==> src/rtl/spinner_mc_if.sv <==
// spinner_mc_if: strobe, digital controls and analog samples into spinner_mc,
// angle and step outputs back out.
interface spinner_mc_if #(
  parameter int CHANNELS = 2,
  parameter int ANGLE_W  = 4
);
  logic                        strobe;
  logic [CHANNELS-1:0]         plus, minus, fast;
  logic [9*CHANNELS-1:0]       spin_in;
  logic [ANGLE_W*CHANNELS-1:0] spin_out;
  logic [CHANNELS-1:0]         step_pulse, step_dir;
  modport master (output strobe, plus, minus, fast, spin_in, input spin_out, step_pulse, step_dir);
  modport slave  (input strobe, plus, minus, fast, spin_in, output spin_out, step_pulse, step_dir);
endinterface

==> src/rtl/spinner_mc.sv <==
// spinner_mc: multi-channel dial position tracker (wrapping spinner or clamping paddle).
// Define SPINNER_MC_DIR_EN to enable the step_pulse/step_dir outputs.
module spinner_mc #(
  parameter int                  CHANNELS    = 2,
  parameter int                  ANGLE_W     = 4,
  parameter int                  RATE        = 2,
  parameter int                  FRAC_W      = 2,
  parameter logic [CHANNELS-1:0] PADDLE_MASK = '0
) (
  input logic         clk,
  input logic         reset_n,
  spinner_mc_if.slave bus
);
  localparam int P_W = ANGLE_W + FRAC_W;
  // wide enough for position plus the largest combined analog+digital delta
  localparam int S_W = (P_W + 2 > 10) ? P_W + 2 : 10;
  localparam logic [3:0] THR_N = 4'(RATE);
  localparam logic [3:0] THR_F = ((RATE >> 1) > 0) ? 4'(RATE >> 1) : 4'd1;
  localparam logic [S_W-1:0] STEP = S_W'(1 << FRAC_W);
  logic strobe_q, init_q, edge_w;
  logic [ANGLE_W*CHANNELS-1:0] out_w;
  logic [CHANNELS-1:0] pulse_w, dir_w;
  assign edge_w = bus.strobe & ~strobe_q;
  always_ff @(posedge clk or negedge reset_n) begin
    if (!reset_n) begin
      strobe_q <= 1'b0;
      init_q   <= 1'b0;
    end else begin
      strobe_q <= bus.strobe;
      init_q   <= 1'b1;
    end
  end
  for (genvar c = 0; c < CHANNELS; c++) begin : g_ch
    localparam logic [P_W-1:0] RST_POS = PADDLE_MASK[c] ? {1'b1, {(P_W-1){1'b0}}} : '0;
    logic [P_W-1:0] pos_q, pos_d;
    logic [3:0] cnt_q, cnt_d;
    logic [4:0] cnt_inc;
    logic tog_q, ana, dig, mv;
    logic [8:0] smp;
    logic [S_W-1:0] delta, sum;
    assign smp = bus.spin_in[c*9 +: 9];
    always_comb begin
      mv      = bus.plus[c] ^ bus.minus[c];
      cnt_inc = {1'b0, cnt_q} + 5'd1;
      dig     = edge_w & mv & (cnt_inc >= {1'b0, bus.fast[c] ? THR_F : THR_N});
      cnt_d   = !edge_w ? cnt_q : (!mv || dig) ? 4'd0 : cnt_inc[3:0];
      ana     = init_q & (smp[8] ^ tog_q);
      delta   = (ana ? {{(S_W-8){smp[7]}}, smp[7:0]} : '0) +
                (dig ? (bus.plus[c] ? STEP : -STEP) : '0);
      sum     = {{(S_W-P_W){1'b0}}, pos_q} + delta;
      pos_d   = !PADDLE_MASK[c] ? sum[P_W-1:0] :
                sum[S_W-1] ? '0 : (|sum[S_W-2:P_W]) ? '1 : sum[P_W-1:0];
    end
    always_ff @(posedge clk or negedge reset_n) begin
      if (!reset_n) begin
        pos_q <= RST_POS;
        cnt_q <= '0;
        tog_q <= 1'b0;
      end else begin
        pos_q <= pos_d;
        cnt_q <= cnt_d;
        tog_q <= smp[8];
      end
    end
    assign out_w[c*ANGLE_W +: ANGLE_W] = pos_q[P_W-1:FRAC_W];
`ifdef SPINNER_MC_DIR_EN
    logic pulse_q, dir_q;
    always_ff @(posedge clk or negedge reset_n) begin
      if (!reset_n) begin
        pulse_q <= 1'b0;
        dir_q   <= 1'b0;
      end else begin
        pulse_q <= |delta;
        if (|delta) dir_q <= ~delta[S_W-1];
      end
    end
    assign pulse_w[c] = pulse_q;
    assign dir_w[c]   = dir_q;
`else
    assign pulse_w[c] = 1'b0;
    assign dir_w[c]   = 1'b0;
`endif
  end
  assign bus.spin_out   = out_w;
  assign bus.step_pulse = pulse_w;
  assign bus.step_dir   = dir_w;
endmodule
==> src/flat_wrapper.sv <==
// flat-port wrapper written by rule: the top's interface ports become plain ports
module spinner_mc_flat 
#(
  parameter int                  CHANNELS    = 2,
  parameter int                  ANGLE_W     = 4,
  parameter int                  RATE        = 2,
  parameter int                  FRAC_W      = 2,
  parameter logic [CHANNELS-1:0] PADDLE_MASK = '0
)
  (clk, reset_n, bus_strobe, bus_plus, bus_minus, bus_fast, bus_spin_in, bus_spin_out, bus_step_pulse, bus_step_dir);
  spinner_mc_if #(.CHANNELS(CHANNELS), .ANGLE_W(ANGLE_W)) bus_i ();
  input logic clk;
  input logic reset_n;
  input wire logic [$bits(bus_i.strobe)-1:0] bus_strobe;
  input wire logic [$bits(bus_i.plus)-1:0] bus_plus;
  input wire logic [$bits(bus_i.minus)-1:0] bus_minus;
  input wire logic [$bits(bus_i.fast)-1:0] bus_fast;
  input wire logic [$bits(bus_i.spin_in)-1:0] bus_spin_in;
  output wire logic [$bits(bus_i.spin_out)-1:0] bus_spin_out;
  output wire logic [$bits(bus_i.step_pulse)-1:0] bus_step_pulse;
  output wire logic [$bits(bus_i.step_dir)-1:0] bus_step_dir;
  assign bus_i.strobe = bus_strobe;
  assign bus_i.plus = bus_plus;
  assign bus_i.minus = bus_minus;
  assign bus_i.fast = bus_fast;
  assign bus_i.spin_in = bus_spin_in;
  assign bus_spin_out = bus_i.spin_out;
  assign bus_step_pulse = bus_i.step_pulse;
  assign bus_step_dir = bus_i.step_dir;
  spinner_mc #(.CHANNELS(CHANNELS), .ANGLE_W(ANGLE_W), .RATE(RATE), .FRAC_W(FRAC_W), .PADDLE_MASK(PADDLE_MASK)) u_core (.clk(clk), .reset_n(reset_n), .bus(bus_i));
endmodule
==> config.mk <==
export PLATFORM = sky130hd
export DESIGN_NAME = spinner_mc_flat
export DESIGN_NICKNAME = d
export VERILOG_FILES = /design/src/rtl/spinner_mc_if.sv /design/src/rtl/spinner_mc.sv /design/src/flat_wrapper.sv
export SDC_FILE = /design/constraint.sdc
export NUM_CORES = 1
export LEC_CHECK = 0
export CAP_MARGIN = 10
export CORE_MARGIN = 5
export CORE_UTILIZATION = 50
export CTS_CLUSTER_SIZE = 24
export DETAILED_ROUTE_END_ITERATION = 8
export PLACE_DENSITY = 0.8
export SKIP_CTS_REPAIR_TIMING = 1
export SLEW_MARGIN = 25
export SYNTH_ARGS = -nofsm -noshare
export SYNTH_HDL_FRONTEND = slang
export SYNTH_SLANG_ARGS = --single-unit
==> constraint.sdc <==
create_clock -name clk -period 3.9 [get_ports clk]
set_clock_uncertainty 0.15 [all_clocks]
set_input_delay 0.585 -clock clk [delete_from_list [all_inputs] [get_ports clk]]
set_output_delay 0.585 -clock clk [all_outputs]
set_load 0.05 [all_outputs]
==> summary.txt, run 1 <==
CTS
  • Clk pin slew, worst setup/hold paths: approximately 0.15 ns
  • Number of buffers created by CTS: 3
  • Sink Count: 24
  • CTS max path bufs: 2
  • Clock tree from TritonCTS: yes
  • Htree depth: 1
  • Worst-Skew Late Latency: approximately 0.32 ns
  • CTS root buffer: clkbuf_4

Pwr
  • Power Density: roughly 640 mW/mm^2
  • Peak VDD IR: approximately 0.44 mV
  • Total power: 1.296 mW
  • Leakage: about 1.0 nW

Setup path
  • Crit-path most repeated cell: ha_1
  • R2r startpoint: u_core.g_ch[1].cnt_q[0]
  • Worst path max stage delay: 0.49 ns
  • Reg2Reg Depth: 11
  • Reg2Reg Setup Slack: 0.28 ns
  • CP Capture Type: flop
  • Critical path class: primary input to flop
  • CP cell instances: clkdlybuf4s50_1 > ha_1 > nand2b_1 > a211oi_2 > buf_4 > a2111oi_4 > fa_1 > ha_1 > a21o_1 > a21oi_1 > xnor3_1 > xor2_1
  • Startpoint types: primary input
  • Crit Reg-Reg Endpoint: u_core.g_ch[1].pos_q[5]
  • Largest fanout on the critical path: 3
  • CP max-delay cell: fa_1
  • Critical path data required time: around 4.0 ns
  • Arr. time, crit path: ~3.7 ns

STA
  • Final Cycle Share: 93.27%
  • Final Setup Violations: 0
  • Worst relative slew slack: between 60% and 70%
  • RSZ-0062 raised after global routing: no
  • TNS Setup: 0 ns
  • Tmin final: ~3.6 ns
  • Final Hold Vio Count: 0
  • Count of pins over their slew limit: 0
  • Worst Tran Pin Value: ~0.54 ns
  • Max Clk Rate: ~270 MHz

Synth
  • Mapped Cells: between 150 and 200
  • Sequential area share after synthesis: between 30% and 40%
  • Predominant post-synthesis flop cell: dfrtp_1
  • EDFF count, synth: 0
  • Async SR Flop Fraction: 100.0%
  • Seq cells post-synth: 24
  • Synth warnings: 0
  • Synthesized area per cell: approximately 11 um^2
  • Netlist cell types: 27
  • Post-Syn Area: between 0.0015 and 0.002 mm^2

Route
  • Pre-Repair DR Iteration Count: 4
  • Wire per inst: 13.43 um
  • Vias/cell: about 5
  • Routed vias: between 1,000 and 1,500
  • Drt initial violations: 66
  • Detailed-route wire length: roughly 3.1 mm
  • DRC: 0
  • Post-route ant nets: 0

Floorplan
  • Die Wd: 67.56 um
  • Initial Util: 50.44%
  • Die height: between 60 and 70 um
  • Rows: 21
  • Placeable Area: between 0.003 and 0.004 mm^2
  • Die area: approximately 0.0046 mm^2
  • IO Pins: 39

Final layout
  • Final instance area: 0.002021 mm^2
  • Diode count: 0
  • Area Overhead vs Synth: 21.98%
  • Multi-input gate area: 905.9 um^2
  • Share of post-route cells with drive strength above 1: about 8.2%
  • Nets: ~240
  • Filler cells: around 280
  • Core Util, Final: approximately three fifths
  • Register Area: 600.6 um^2

Place
  • GPL Wtd Cong: 0.8144
  • Placed instance area: between 0.0015 and 0.002 mm^2
  • Number of port buffers: 30
  • Dpl hpwl: 2.508 mm

Min path
  • Worst hold path type: primary input to asynchronous set/reset pin

Global routing
  • Aggregate global routing overflow: 0
  • Largest net degree at the start of global routing: 25
  • Vias in the first global route: 1,236
  • GRT Overall Usage: between 10% and 20%
  • Initial antenna violation count: 0
  • First-pass GRT wire length: approximately 5.3 mm

Status
  • Status: finished clean

Flow run
  • MaxCap Viol Count: 0
cell usage in the layout (no fill, tap or decap), drive strengths merged, types with 3 or more instances in the layout:
cell,netlist,routed
a21o,6,6
a21oi,7,7
and2,5,5
and3,9,9
buf,13,8
clkbuf,1,3
clkdlybuf4s50,0,29
conb,2,5
dfrtp,24,24
fa,8,8
ha,18,18
inv,15,15
nand2,11,11
nand2b,3,3
nand3,3,3
xnor2,5,5
xor2,7,7
final cells by class:
cell class / instances / area share, %
sequential: 24 / 29.72
inverter: 15 / 2.786
multi-input combinational: 102 / 44.83
timing repair buffer: 37 / 17.21
clock inverter: 1 / 1.486
clock buffer: 3 / 1.115
tap: 46 / 2.848
stage by stage:
stage               std cells  hold slack (ns)  setup WS [ns]
detailed placement        223           0.3265        -0.1613
global placement          223           0.3154       -0.05085
floorplan                 155           0.1394         0.3515
finish                    228          0.06223         0.2623
global route              228          0.09539        0.07159
CTS                       227          0.08280         0.1299
per-layer routing:
metal	track usage, %	routed length (um)
met3	4.326	135
met2	29.40	1656
met4	3.291	34
met1	16.74	1237
met5	0	0
sequential cells by signal, summed over array words and instances, names as in the netlist:
name / flops
u_core.strobe_q: 1
u_core.g_ch.tog_q: 2
u_core.g_ch.cnt_q: 8
u_core.g_ch.pos_q: 12
u_core.init_q: 1
Yosys cell counts (3+ instances only):
library cell   n  area share (%)
a21oi_1        7             2.1
and3_1         9             3.4
nand2_1       11             2.5
xor2_1         7             3.7
fa_1           8             9.7
buf_4         12             5.4
a21o_1         6             2.7
dfrtp_1       24              36
ha_1          18              14
and2_1         4             1.5
inv_1         15             3.4
xnor2_1        5             2.6
nand2b_1       3             1.1
nand3_1        3            0.91
worst max-delay path: cells and delay by family:
family                   cells  cell delay (ns)
adder cells (fa/ha/maj)      3             1.10
AO/OA/AOI/OAI                4             0.91
buffers and inverters        2             0.58
XOR/XNOR                     2             0.43
AND/OR/NAND/NOR              1             0.11
logic make-up after synthesis:
kind of cell | synth area share [%]
buf+inv | 9.743
simple gates | 11.10
flops | 36.25
compound gates | 10.12
xor+xnor | 9.063
other cells | 0.4533
fa+ha+maj | 23.26
where the power goes:
group | internal [mW] | switching (mW) | leakage (nW)
combinational | 0.313 | 0.408 | 0.708
sequential | 0.332 | 0.0573 | 0.297
clock | 0.104 | 0.0814 | 0.0279
worst max path at each step:
stage                                  startpoint                       to  slack [ns]  cells past startpoint
final                                 bus_fast[1]  u_core.g_ch[1].pos_q[5]        0.26                     12
after global routing      u_core.g_ch[1].cnt_q[0]  u_core.g_ch[1].pos_q[5]        0.07                     11
after CTS                             bus_fast[1]  u_core.g_ch[1].pos_q[5]        0.13                     11
after detailed placement              bus_fast[1]  u_core.g_ch[1].pos_q[5]       -0.16                     11
after global placement                bus_fast[1]  u_core.g_ch[1].pos_q[5]       -0.05                     11
after floorplan                       bus_fast[1]  u_core.g_ch[1].pos_q[5]        0.35                     10
(Power assumes the default switching activity.)
==> run 2, diff against run 1 <==
--- a/constraint.sdc
+++ b/constraint.sdc
@@ -4,2 +4,2 @@
 set_output_delay 0.585 -clock clk [all_outputs]
-set_load 0.05 [all_outputs]
+set_load 0.005 [all_outputs]
==> results of run 2 <==
Same layout as run 1 (identical final DEF). Status: finished clean.
Main changes from that run: total power 1.296 mW -> 1.139 mW; worst IR drop on VDD 0.4407 mV -> 0.2841 mV
==> run 3, diff against run 2 <==
CORE_ASPECT_RATIO = 0.75   (was unset)
clock period = 3.6 ns   (was 3.9 ns; I/O delays follow)
==> run 3 against run 2 <==
- clock power hardly changed
- combinational power is 23% higher
- clock-buffer cell count is 1 higher
- routed wire length hardly changed
- core utilization is 3.7 points higher
- register-to-register slack worse by 0.13 ns
- die area is 0.26% higher
- final area is 4.7% higher
- sequential power is 7.7% higher
- first-iteration DRC count is 62% lower
- critical endpoint unchanged
==> summary.txt, run 3 (synthesis gave the netlist of run 1 again) <==
STA
  • Hold Worst Slack: 0.09426 ns (was 0.06223 ns)
  • Max Clk Rate: between 200 and 300 MHz
  • Tmin final: between 3 and 4 ns
  • Worst Tran Pin Value: 0.5535 ns (was 0.5380 ns)
  • Final Hold Vio Count: 0 (unchanged)
  • Final Cycle Share: between 90% and 100%
  • Worst relative slew slack: 63.10% (was 64.13%)
  • Final Setup Violations: 0 (unchanged)
  • Count of pins over their slew limit: 0 (unchanged)

Setup path
  • Worst Path Buf+Inv: 4 (was 2)
  • Largest fanout on the critical path: 3 (unchanged)
  • Startpoint types: primary input (unchanged)
  • CP cell instances: clkdlybuf4s50_1 > ha_1 > nand2b_1 > a211oi_4 > buf_4 > a2111oi_4 > inv_1 > fa_1 > inv_1 > ha_1 > a21oi_2 > xnor3_1 > xor2_1 (was clkdlybuf4s50_1 > ha_1 > nand2b_1 > a211oi_2 > buf_4 > a2111oi_4 > fa_1 > ha_1 > a21o_1 > a21oi_1 > xnor3_1 > xor2_1)
  • CP max-delay cell: fa_1 (unchanged)
  • Critical path class: primary input to flop (unchanged)
  • CP top delay family: adder cells (unchanged)
  • Arr. time, crit path: 3.53 ns (was 3.71 ns)
  • Worst path max stage delay: 0.50 ns (was 0.49 ns)
  • Critical path data required time: 3.61 ns (was 3.97 ns)
  • CP Capture Type: flop (unchanged)

Route
  • Wl on met1: 1.373 mm (was 1.237 mm)
  • Detailed-route wire length: 3.064 mm (was 3.063 mm)
  • Vias/cell: 4.852 (was 4.886)
  • Wire per inst: 13.32 um (was 13.43 um)
  • Detail Route met3 WL: 144 um (was 135 um)
  • Metal2 WL: 1.521 mm (was 1.656 mm)
  • Post-route ant nets: 0 (unchanged)
  • Pre-Repair DR Iteration Count: 4 (unchanged)
  • Routed vias: 1,116 (was 1,114)
  • Drt initial violations: 25 (was 66)
  • Top layer in use: met4 (unchanged)
  • DRC: 0 (unchanged)

CTS
  • Sink Count: 24 (unchanged)
  • CTS root buffer: clkbuf_8 (was clkbuf_4)
  • Clk pin slew, worst setup/hold paths: 0.09 ns (was 0.15 ns)
  • Number of buffers created by CTS: 3 (unchanged)
  • Htree depth: 1 (unchanged)
  • Worst-Skew Late Latency: 0.27 ns (was 0.32 ns)
  • Clock tree from TritonCTS: yes (unchanged)
  • CTS max path bufs: 2 (unchanged)

Final layout
  • Nets: 244 (was 236)
  • Share of post-route cells with drive strength above 1: 14.21% (was 8.242%)
  • Diode count: 0 (unchanged)
  • Area Overhead vs Synth: 27.72% (was 21.98%)
  • Final instance area: 0.002116 mm^2 (was 0.002021 mm^2)
  • Most frequent cells in the layout: clkdlybuf4s50_1, dfrtp_1, ha_1 (unchanged)
  • Commonest non-fill, non-tap cell in the layout: clkdlybuf4s50_1 (unchanged)
  • Top reg by flops: u_core.g_ch.pos_q (unchanged)
  • Largest register FFs: 12 (unchanged)
  • Largest regs: u_core.g_ch.pos_q x12, u_core.g_ch.cnt_q x8, u_core.g_ch.tog_q x2 (unchanged)

Min path
  • Worst hold path type: primary input to asynchronous set/reset pin (unchanged)

Pwr
  • Leakage: 1.070 nW (was 1.033 nW)
  • Pint: 0.8607 mW (was 0.7494 mW)
  • Total power: 1.300 mW (was 1.139 mW)
  • Switching part of the total: 33.78% (was 34.21%)
  • Clk network pwr share: 14.3% (was 16.3%)
  • Power Density: 614.3 mW/mm^2 (was 563.7 mW/mm^2)
  • Peak VDD IR: 0.3506 mV (was 0.2841 mV)
  • Psw: 0.4390 mW (was 0.3897 mW)
  • Share of power burned in registers: 32.3% (was 34.2%)
  • Comb pwr share: 53.4% (was 49.5%)

Floorplan
  • Die area: 0.004576 mm^2 (was 0.004564 mm^2)
  • Rows: 18 (was 21)
  • Placeable Area: 0.003243 mm^2 (was 0.003284 mm^2)
  • Die Wd: 76.47 um (was 67.56 um)
  • Initial Util: 51.08% (was 50.44%)
  • IO Pins: 39 (unchanged)
  • Die height: 59.85 um (was 67.56 um)

Flow run
  • MaxCap Viol Count: 0 (unchanged)

Global routing
  • GRT Overall Usage: 14.46% (was 15.44%)
  • Vias in the first global route: 1,173 (was 1,236)
  • Aggregate global routing overflow: 0 (unchanged)
  • First-pass GRT wire length: 5.161 mm (was 5.271 mm)
  • Largest net degree at the start of global routing: 25 (unchanged)
  • Initial antenna violation count: 0 (unchanged)

Status
  • Status: finished clean (unchanged)

Place
  • Placed instance area: 0.002013 mm^2 (was 0.001961 mm^2)
  • Dpl hpwl: 2.455 mm (was 2.508 mm)
  • Number of port buffers: 30 (unchanged)
  • GPL Wtd Cong: 0.8293 (was 0.8144)
[run 3: final timing paths]
kind | startpoint | end | slack, ns | depth (start not counted)
worst max-delay path | bus_fast[1] | u_core.g_ch[1].pos_q[5] | 0.08 | 13
worst min-delay path | reset_n | u_core.g_ch[1].pos_q[3] | 0.09 | 1
worst max register to register | u_core.g_ch[1].cnt_q[0] | u_core.g_ch[1].pos_q[5] | 0.15 | 12
worst min register to register | u_core.g_ch[0].pos_q[0] | u_core.g_ch[0].pos_q[0] | 0.34 | 1
max in group asynchronous | reset_n | u_core.g_ch[0].pos_q[5] | 2.83 | 1
min in group clk | u_core.g_ch[0].pos_q[0] | u_core.g_ch[0].pos_q[0] | 0.34 | 1
[run 3: cell type report]
class / instances / area [um^2]
Multi-Input combinational cell: 102 / 945.9
Tap cell: 40 / 50.05
Sequential cell: 24 / 600.6
Timing Repair Buffer: 45 / 407.9
Inverter: 15 / 56.30
Fill cell: 244 / 1127
Clock buffer: 4 / 55.05
[run 3: worst register-to-register path, delay by kind of cell (launching register included)]
kind | cells | cell delay, ns
fa+ha+maj | 4 | 1.47
compound gates | 3 | 0.65
flops | 1 | 0.39
xor+xnor | 2 | 0.38
buf+inv | 3 | 0.29
[run 3: through the flow]
stage	setup slack (ns)	utilization [%]	setup TNS, ns	instances
5_1_grt	-0.01660	65.24	-0.01660	230
6_report	0.08272	65.24	0	230
4_1_cts	-0.2303	63.77	-0.2303	229
3_5_place_dp	-0.5191	62.08	-0.6132	225
2_1_floorplan	0.08179	-	0	155
3_3_place_gp	-0.4371	62.23	-0.4573	225
[run 3: power groups by stage]
stage / Sequential, mW / Clock, mW / Combinational, mW
after floorplan: 0.413 / 0 / 0.445
after global routing: 0.437 / 0.203 / 0.773
after CTS: 0.423 / 0.194 / 0.635
final: 0.420 / 0.186 / 0.694
after detailed placement: 0.427 / 0 / 0.635
after global placement: 0.421 / 0 / 0.600
[run 3: routing by layer]
metal | up-vias | GRT usage [%]
met3 | 5 | 4.970
met5 | - | 0
met1 | 533 | 17.37
li1 | 560 | -
met2 | 18 | 25.37
met4 | 0 | 3.491
